===== src/rtl/mpu_fetch_if.sv =====
// mpu_fetch_if: bus bundle between the MPU fetch front end and its neighbours.
//   r_addr/r_data      : combinational 48-bit read window into mpu_memory
//   i_valid/i_ready/i_*: decoded instruction handshake towards execute
//   jmp_en/jmp_addr    : PC redirect coming back from execute
// Modports: master = fetch side, slave = memory/execute side.
interface mpu_fetch_if #(
    parameter int ADDR_W = 16
);
    logic [ADDR_W-1:0] r_addr;
    logic [47:0]       r_data;
    logic              i_valid;
    logic              i_ready;
    logic [3:0]        i_op;
    logic [1:0]        i_size;
    logic [4:0]        i_r0;
    logic [4:0]        i_r1;
    logic [4:0]        i_r2;
    logic [4:0]        i_r3;
    logic [31:0]       i_imm;
    logic [2:0]        i_len;
    logic [ADDR_W-1:0] i_pc;
    logic              jmp_en;
    logic [ADDR_W-1:0] jmp_addr;

    modport master (
        output r_addr, i_valid, i_op, i_size, i_r0, i_r1, i_r2, i_r3, i_imm, i_len, i_pc,
        input  r_data, i_ready, jmp_en, jmp_addr
    );
    modport slave (
        input  r_addr, i_valid, i_op, i_size, i_r0, i_r1, i_r2, i_r3, i_imm, i_len, i_pc,
        output r_data, i_ready, jmp_en, jmp_addr
    );
endinterface


===== src/rtl/mpu_fetch.sv =====
// mpu_fetch: MPU instruction fetch/decode front end.
// Drives the memory read address from an internal PC, decodes one 2..6 byte
// instruction per slot and offers it to execute over a valid/ready handshake.
// Ports:
//   sys_clk, sys_rst_n : clock, asynchronous active-low reset
//   start, stop        : begin fetching from RESET_PC / return to idle
//   bus (master)       : read window, instruction handshake, jump redirect
//   err                : sticky illegal-instruction flag (cleared by start)
//   icount             : accepted-instruction counter
// Optional feature: define MPU_FETCH_ICOUNT_EN to build the icount counter;
// otherwise icount is tied to zero.
`ifndef MPU_OP_LOAD
`define MPU_OP_LOAD 4'h1
`endif
`ifndef MPU_OP_MASK
`define MPU_OP_MASK 4'h2
`endif
`ifndef MPU_OP_JMP
`define MPU_OP_JMP 4'h3
`endif

module mpu_fetch #(
    parameter int              ADDR_W   = 16,
    parameter logic [ADDR_W-1:0] RESET_PC = '0
) (
    input  logic        sys_clk,
    input  logic        sys_rst_n,
    input  logic        start,
    input  logic        stop,
    mpu_fetch_if.master bus,
    output logic        err,
    output logic [31:0] icount
);
    typedef enum logic [1:0] {IDLE, FETCH, ISSUE, HALT} state_e;

    typedef struct packed {
        logic [3:0]        op;
        logic [1:0]        size;
        logic [4:0]        r0;
        logic [4:0]        r1;
        logic [4:0]        r2;
        logic [4:0]        r3;
        logic [31:0]       imm;
        logic [2:0]        len;
        logic [ADDR_W-1:0] pc;
    } instr_t;

    state_e          state_q, state_d;
    logic [ADDR_W-1:0] pc_q, pc_d;
    instr_t          ins_q, ins_d, dec;
    logic            vld_q, vld_d;
    logic            err_q, err_d;
    logic            legal;
    logic [ADDR_W:0] end_addr;   // PC+len with carry: one past the last byte
    logic            start_go;
    logic            accept;

    // Combinational decode of the window at PC.
    always_comb begin
        dec      = '0;
        legal    = 1'b0;
        dec.op   = bus.r_data[7:4];
        dec.size = bus.r_data[1:0];
        dec.pc   = pc_q;
        case (bus.r_data[7:4])
            `MPU_OP_LOAD: begin
                dec.r0 = bus.r_data[15:11];
                legal  = 1'b1;
                case (bus.r_data[1:0])
                    2'd0: begin dec.len = 3'd3; dec.imm = {24'd0, bus.r_data[23:16]}; end
                    2'd1: begin dec.len = 3'd4; dec.imm = {16'd0, bus.r_data[31:16]}; end
                    2'd2: begin dec.len = 3'd6; dec.imm = bus.r_data[47:16]; end
                    default: legal = 1'b0;
                endcase
            end
            `MPU_OP_MASK: begin
                dec.len = 3'd5;
                dec.r0  = bus.r_data[15:11];
                dec.r1  = bus.r_data[23:19];
                dec.r2  = bus.r_data[31:27];
                dec.r3  = bus.r_data[39:35];
                legal   = 1'b1;
            end
            `MPU_OP_JMP: begin
                dec.len = 3'd2;
                dec.r0  = bus.r_data[15:11];
                legal   = 1'b1;
            end
            default: ;
        endcase
        // An instruction may end exactly at the top of the address space
        // (end_addr == 2^ADDR_W) but must not run past it.
        end_addr = {1'b0, pc_q} + {{(ADDR_W-2){1'b0}}, dec.len};
        if (end_addr[ADDR_W] && (|end_addr[ADDR_W-1:0]))
            legal = 1'b0;
    end

    assign start_go = start && !stop && (state_q == IDLE || state_q == HALT);
    assign accept   = vld_q && bus.i_ready;

    always_comb begin
        state_d = state_q;
        pc_d    = pc_q;
        ins_d   = ins_q;
        vld_d   = vld_q;
        err_d   = err_q;
        case (state_q)
            IDLE: begin
                vld_d = 1'b0;
                if (start_go) begin
                    pc_d    = RESET_PC;
                    err_d   = 1'b0;
                    state_d = FETCH;
                end
            end
            FETCH: begin
                if (!legal) begin
                    err_d   = 1'b1;
                    state_d = HALT;
                end
            end
            ISSUE: begin
                if (accept && !legal) begin
                    vld_d   = 1'b0;
                    err_d   = 1'b1;
                    state_d = HALT;
                end
            end
            HALT: begin
                vld_d = 1'b0;
                if (start_go) begin
                    pc_d    = RESET_PC;
                    err_d   = 1'b0;
                    state_d = FETCH;
                end
            end
            default: state_d = IDLE;
        endcase

        // Load a decoded instruction from FETCH, or back-to-back on accept.
        if (legal && (state_q == FETCH || (state_q == ISSUE && accept))) begin
            ins_d   = dec;
            pc_d    = end_addr[ADDR_W-1:0];
            vld_d   = 1'b1;
            state_d = ISSUE;
        end

        // Redirect beats everything, including stop and a same-cycle load.
        if (state_q != IDLE && bus.jmp_en) begin
            pc_d    = bus.jmp_addr;
            ins_d   = ins_q;
            vld_d   = 1'b0;
            err_d   = (state_q == HALT) ? 1'b0 : err_q;
            state_d = FETCH;
        end else if (stop && (state_q == FETCH || state_q == ISSUE)) begin
            pc_d    = pc_q;
            ins_d   = ins_q;
            vld_d   = 1'b0;
            err_d   = err_q;
            state_d = IDLE;
        end
    end

    always_ff @(posedge sys_clk or negedge sys_rst_n) begin
        if (!sys_rst_n) begin
            state_q <= IDLE;
            pc_q    <= RESET_PC;
            ins_q   <= '0;
            vld_q   <= 1'b0;
            err_q   <= 1'b0;
        end else begin
            state_q <= state_d;
            pc_q    <= pc_d;
            ins_q   <= ins_d;
            vld_q   <= vld_d;
            err_q   <= err_d;
        end
    end

`ifdef MPU_FETCH_ICOUNT_EN
    logic [31:0] cnt_q;
    always_ff @(posedge sys_clk or negedge sys_rst_n) begin
        if (!sys_rst_n)    cnt_q <= '0;
        else if (start_go) cnt_q <= '0;
        else if (accept)   cnt_q <= cnt_q + 32'd1;
    end
    assign icount = cnt_q;
`else
    assign icount = '0;
`endif

    assign err         = err_q;
    assign bus.r_addr  = pc_q;
    assign bus.i_valid = vld_q;
    assign bus.i_op    = ins_q.op;
    assign bus.i_size  = ins_q.size;
    assign bus.i_r0    = ins_q.r0;
    assign bus.i_r1    = ins_q.r1;
    assign bus.i_r2    = ins_q.r2;
    assign bus.i_r3    = ins_q.r3;
    assign bus.i_imm   = ins_q.imm;
    assign bus.i_len   = ins_q.len;
    assign bus.i_pc    = ins_q.pc;
endmodule


===== src/flat_wrapper.sv =====
// flat-port wrapper written by rule: the top's interface ports become plain ports
module mpu_fetch_flat 
#(
    parameter int              ADDR_W   = 16,
    parameter logic [ADDR_W-1:0] RESET_PC = '0
)
  (sys_clk, sys_rst_n, start, stop, err, icount, bus_r_addr, bus_i_valid, bus_i_op, bus_i_size, bus_i_r0, bus_i_r1, bus_i_r2, bus_i_r3, bus_i_imm, bus_i_len, bus_i_pc, bus_r_data, bus_i_ready, bus_jmp_en, bus_jmp_addr);
  mpu_fetch_if #(.ADDR_W(ADDR_W)) bus_i ();
  input  logic sys_clk;
  input  logic sys_rst_n;
  input  logic start;
  input  logic stop;
  output logic err;
  output logic [31:0] icount;
  output wire logic [$bits(bus_i.r_addr)-1:0] bus_r_addr;
  output wire logic [$bits(bus_i.i_valid)-1:0] bus_i_valid;
  output wire logic [$bits(bus_i.i_op)-1:0] bus_i_op;
  output wire logic [$bits(bus_i.i_size)-1:0] bus_i_size;
  output wire logic [$bits(bus_i.i_r0)-1:0] bus_i_r0;
  output wire logic [$bits(bus_i.i_r1)-1:0] bus_i_r1;
  output wire logic [$bits(bus_i.i_r2)-1:0] bus_i_r2;
  output wire logic [$bits(bus_i.i_r3)-1:0] bus_i_r3;
  output wire logic [$bits(bus_i.i_imm)-1:0] bus_i_imm;
  output wire logic [$bits(bus_i.i_len)-1:0] bus_i_len;
  output wire logic [$bits(bus_i.i_pc)-1:0] bus_i_pc;
  input wire logic [$bits(bus_i.r_data)-1:0] bus_r_data;
  input wire logic [$bits(bus_i.i_ready)-1:0] bus_i_ready;
  input wire logic [$bits(bus_i.jmp_en)-1:0] bus_jmp_en;
  input wire logic [$bits(bus_i.jmp_addr)-1:0] bus_jmp_addr;
  assign bus_r_addr = bus_i.r_addr;
  assign bus_i_valid = bus_i.i_valid;
  assign bus_i_op = bus_i.i_op;
  assign bus_i_size = bus_i.i_size;
  assign bus_i_r0 = bus_i.i_r0;
  assign bus_i_r1 = bus_i.i_r1;
  assign bus_i_r2 = bus_i.i_r2;
  assign bus_i_r3 = bus_i.i_r3;
  assign bus_i_imm = bus_i.i_imm;
  assign bus_i_len = bus_i.i_len;
  assign bus_i_pc = bus_i.i_pc;
  assign bus_i.r_data = bus_r_data;
  assign bus_i.i_ready = bus_i_ready;
  assign bus_i.jmp_en = bus_jmp_en;
  assign bus_i.jmp_addr = bus_jmp_addr;
  mpu_fetch #(.ADDR_W(ADDR_W), .RESET_PC(RESET_PC)) u_core (.sys_clk(sys_clk), .sys_rst_n(sys_rst_n), .start(start), .stop(stop), .bus(bus_i), .err(err), .icount(icount));
endmodule

===== config.mk =====
export PLATFORM = sky130hd
export DESIGN_NAME = mpu_fetch_flat
export DESIGN_NICKNAME = d
export VERILOG_FILES = /design/src/rtl/mpu_fetch_if.sv /design/src/rtl/mpu_fetch.sv /design/src/flat_wrapper.sv
export SDC_FILE = /design/constraint.sdc
export NUM_CORES = 1
export LEC_CHECK = 0
export BUFFER_PORTS_ARGS = -buffer_cell sky130_fd_sc_hd__buf_2
export CAP_MARGIN = 0
export CORE_AREA = 2 2 110 112
export DETAILED_ROUTE_END_ITERATION = 16
export DIE_AREA = 0 0 112 114
export HOLD_SLACK_MARGIN = 0.05
export PLACE_DENSITY_LB_ADDON = 0.12
export SKIP_LAST_GASP = 1
export SLEW_MARGIN = 40
export SYNTH_ARGS = -nofsm -noshare
export SYNTH_HDL_FRONTEND = slang
export SYNTH_SLANG_ARGS = --single-unit
export TNS_END_PERCENT = 5

===== constraint.sdc =====
create_clock -name sys_clk -period 2.4 [get_ports sys_clk]
set_clock_uncertainty 0.15 [all_clocks]
set_input_delay 0.48 -clock sys_clk [delete_from_list [all_inputs] [get_ports sys_clk]]
set_output_delay 0.48 -clock sys_clk [all_outputs]
set_load 0.03 [all_outputs]

==> results.toml <==
[clock_network]
cts_sinks = 97
total_clock_buffers_created_by_cts = 9
tritoncts = "yes"
clkLatencyLatePin_ns = 0.35
htree_levels = 3
max-clock-path-buffers = 2
cts_setup_buffers = 0
cts.reportedPaths.clkPinSlew_ns = 0.07
cts-root-buf = "sky130_fd_sc_hd__clkbuf_16"

[yosys]
post-synth-top-area-fraction_pct = 48.5
ys_seq_elements = 97
synthesis.area_um2 = 5000
synth.mux.area_fraction_pct = 3.45
edff_count_synth = 0
synth_most_common_cell = "sky130_fd_sc_hd__nand2_1"
synth_ff_type = "sky130_fd_sc_hd__dfrtp_1"
synthDominantAreaCellType = "sky130_fd_sc_hd__dfrtp_1"
synth-compound-area-share_pct = 16.6
post_synth_main_area_contributors = "sky130_fd_sc_hd__dfrtp_1 (49%), sky130_fd_sc_hd__nand2_1 (10%), sky130_fd_sc_hd__buf_4 (7.2%), sky130_fd_sc_hd__o21ai_0 (5.6%), sky130_fd_sc_hd__ha_1 (3.0%)"
yosys.area_share.adder_pct = 3.40
ys_warn_count = 0
synth.yosys.seq_area_share_pct = 48.5
ys_types = 52
netlist_top_cells_count = "sky130_fd_sc_hd__nand2_1 (137), sky130_fd_sc_hd__dfrtp_1 (97), sky130_fd_sc_hd__o21ai_0 (56)"
synth_simple_gate_area_share_pct = 16.3
synth_top_family_by_area = "compound AO/OA/AOI/OAI gates"
synth_xor_xnor_area_share_pct = 0.350
post_synth_inst_count = 542
ys_async_sr_fraction_pct = 100
syn_area_per_cell_um2 = 9.23

[routing]
drtPass1Iterations = 4
postRouteAntennaNets = 0
drtIter0Drc = 208
total_vias_in_the_final_route = 4307
drt-vias-per-instance = 4.83
detail_route.wl_per_cell_um = 14.3
final_routed_drc_violation_total = 0
wl_mm = 12.8

[placement]
count_of_buffers_inserted_at_the_top_level_ports = 159
post-dp-hpwl_mm = 9.77
dp_worst_setup_slack_ns = -1.15
finalWeightedCongestion = 0.869

[global_routing]
wire_length_of_the_first_global_routing_pass_mm = 20.7
grt_antenna_before_repair = 0
pin_count_of_the_biggest_net_entering_global_routing = 51
overall_overflow_remaining_after_global_route = 0
grt.total_usage_pct = 20.3
via_count_of_the_first_global_routing_pass = 4135

[floorplanning]
chipWidth_um = 112
die_height_um = 114
boundaryPins = 197
core_area_um2 = 11700
starting_density_of_the_core_pct = 42.7
design.die.area_um2 = 12800
rows = 40

[sta]
rsz0062_at_grt = "yes"
min_period_ns = 3.16
report.final.slew_viol_count = 0
setup-tns-final_ns = -62.44
final-setup-viol-count = 97
final.setup.worst_slack_ns = -0.760
finalHoldViolCount = 0
maxClockFrequency_ghz = 0.316
period_share_pct = 132

[critical_path]
worst_path_largest_cell_delay_ns = 0.53
worst_ep_required_time_ns = 2.46
worstSetupStartpointType = "input pin"
crit_path_cell_trace = "buf_6 > or2_4 > nor3_4 > a21o_1 > ha_2 > inv_2 > fa_2 > nand2_1 > or3_4 > o2111ai_4 > a31oi_2 > buf_12 > o21ai_0 > o21ai_0"
critPathMostFrequentCell = "sky130_fd_sc_hd__o21ai_0"
worst_setup_path_end_kind = "register"
critical-path-slowest-cell = "sky130_fd_sc_hd__fa_2"
timing.critical_path.arrival_ns = 3.22
critPathMaxFanout = 26
critical_path_class = "input pin to register"

[power_and_ir_drop]
seqPwrFrac_pct = 35.3
power.internal_mw = 3.84
vdd.ir_drop.worst_mv = 0.836
report.power.total_mw = 6.41
p_sw_mw = 2.57
power.share.switching_pct = 40.1
clock_power_share_pct = 23.7
reported_leakage_power_nw = 3.42
power-per-cell-area_nw_per_um2 = 960
power_frac_comb_pct = 41.0

[outcome]
outcome = "finished, violations left"
violations = "negative setup slack"

[finish]
layout.core_utilization_pct = 57.0
design.final.nets = 824
drive_above_1_share_pct = 37.6
num_antenna_cells = 0
syn_to_final_growth_pct = 33.5

[min_path]
hold_class = "input pin to register"

[run]
drv.max_cap_violation_count = 0
-- power groups by stage --
stage | logic, mW | registers, mW | clock network (mW)
floorplan | 1.34 | 2.75 | 0
global placement | 2.59 | 2.27 | 0
detailed placement | 2.62 | 2.29 | 0
CTS | 2.63 | 2.26 | 1.56
global route | 2.85 | 2.31 | 1.62
finish | 2.63 | 2.26 | 1.52
-- registers in the layout, summed over array words and instances (netlist names), 4 cells and up --
name,flops
u_core.bus.i_imm,32
u_core.bus.i_pc,16
u_core.bus.r_addr,16
u_core.bus.i_r0,5
u_core.bus.i_r1,5
u_core.bus.i_r2,5
u_core.bus.i_r3,5
u_core.bus.i_op,4
-- kinds of logic after synthesis --
group | after synthesis
compound gates | 137
xor+xnor | 2
fa+ha+maj | 13
buf+inv | 91
flops | 97
mux | 12
other cells | 1
simple gates | 189
-- area by class of cell --
class	count	area (um^2)
clock buffer	9	225
clock inverter	6	83.8
fill	1066	5030
inverter	17	63.8
multi-input combinational	385	2200
sequential	97	2430
tap	147	184
timing repair buffer	231	1500
-- routing by layer --
layer / track usage, % / up-vias / routed length [um]
li1: - / 2153 / -
met3: 3.45 / 15 / 670
met2: 34.5 / 137 / 6350
met4: 8.13 / 0 / 201
met5: 0 / - / 0
met1: 26.0 / 2002 / 5560
-- through the flow --
stage	area [um^2]	instances	hold WS (ns)
after floorplan	5140	573	0.0344
after global placement	6260	875	0.289
after detailed placement	6260	875	0.297
after CTS	6600	891	0.197
after global routing	6680	892	0.212
final	6680	892	0.211
-- final timing paths --
check / cells past startpoint / slack, ns / start / to
max: 14 / -0.76 / bus_r_data[7] / u_core.bus.r_addr[7]
min: 3 / 0.21 / bus_r_data[47] / u_core.bus.i_imm[31]
max reg2reg: 10 / -0.39 / u_core.bus.r_addr[0] / u_core.bus.r_addr[7]
min reg2reg: 2 / 0.32 / u_core.bus.i_r1[3] / u_core.bus.i_r1[3]
max in group asynchronous: 3 / 1.01 / sys_rst_n / u_core.bus.i_imm[1]
min in group asynchronous: 2 / 0.47 / sys_rst_n / u_core.bus.i_imm[24]
-- layout by cell type, fill, tap and decap left out, types with 6 or more instances in the layout --
cell type	count
sky130_fd_sc_hd__ha_1	11
sky130_fd_sc_hd__nor2_1	11
sky130_fd_sc_hd__buf_4	57
sky130_fd_sc_hd__buf_6	6
sky130_fd_sc_hd__dfrtp_1	97
sky130_fd_sc_hd__nand2_1	136
sky130_fd_sc_hd__a21oi_1	18
sky130_fd_sc_hd__nor3_1	9
sky130_fd_sc_hd__o21ai_0	53
sky130_fd_sc_hd__inv_1	16
sky130_fd_sc_hd__clkbuf_16	10
sky130_fd_sc_hd__conb_1	32
sky130_fd_sc_hd__buf_2	157
sky130_fd_sc_hd__mux2_4	10
sky130_fd_sc_hd__o21ai_1	29
sky130_fd_sc_hd__buf_12	9
-- worst max-delay path: cells and delay by family --
| kind | cells | cell delay, ns |
|---|---|---|
| compound gates | 5 | 0.92 |
| fa+ha+maj | 2 | 0.72 |
| buf+inv | 3 | 0.31 |
| simple gates | 4 | 0.79 |
-- timing repair --
action / CTS / global route
gates resized for setup: 7 / 16
hold buffers: 1 / 0
pin swaps: 1 / 9
endpoints found under the setup margin: 97 / 97
endpoints found under the hold margin: 29 / 0
gates cloned: 0 / 1
Note: power is estimated with default switching activity, not from simulation.
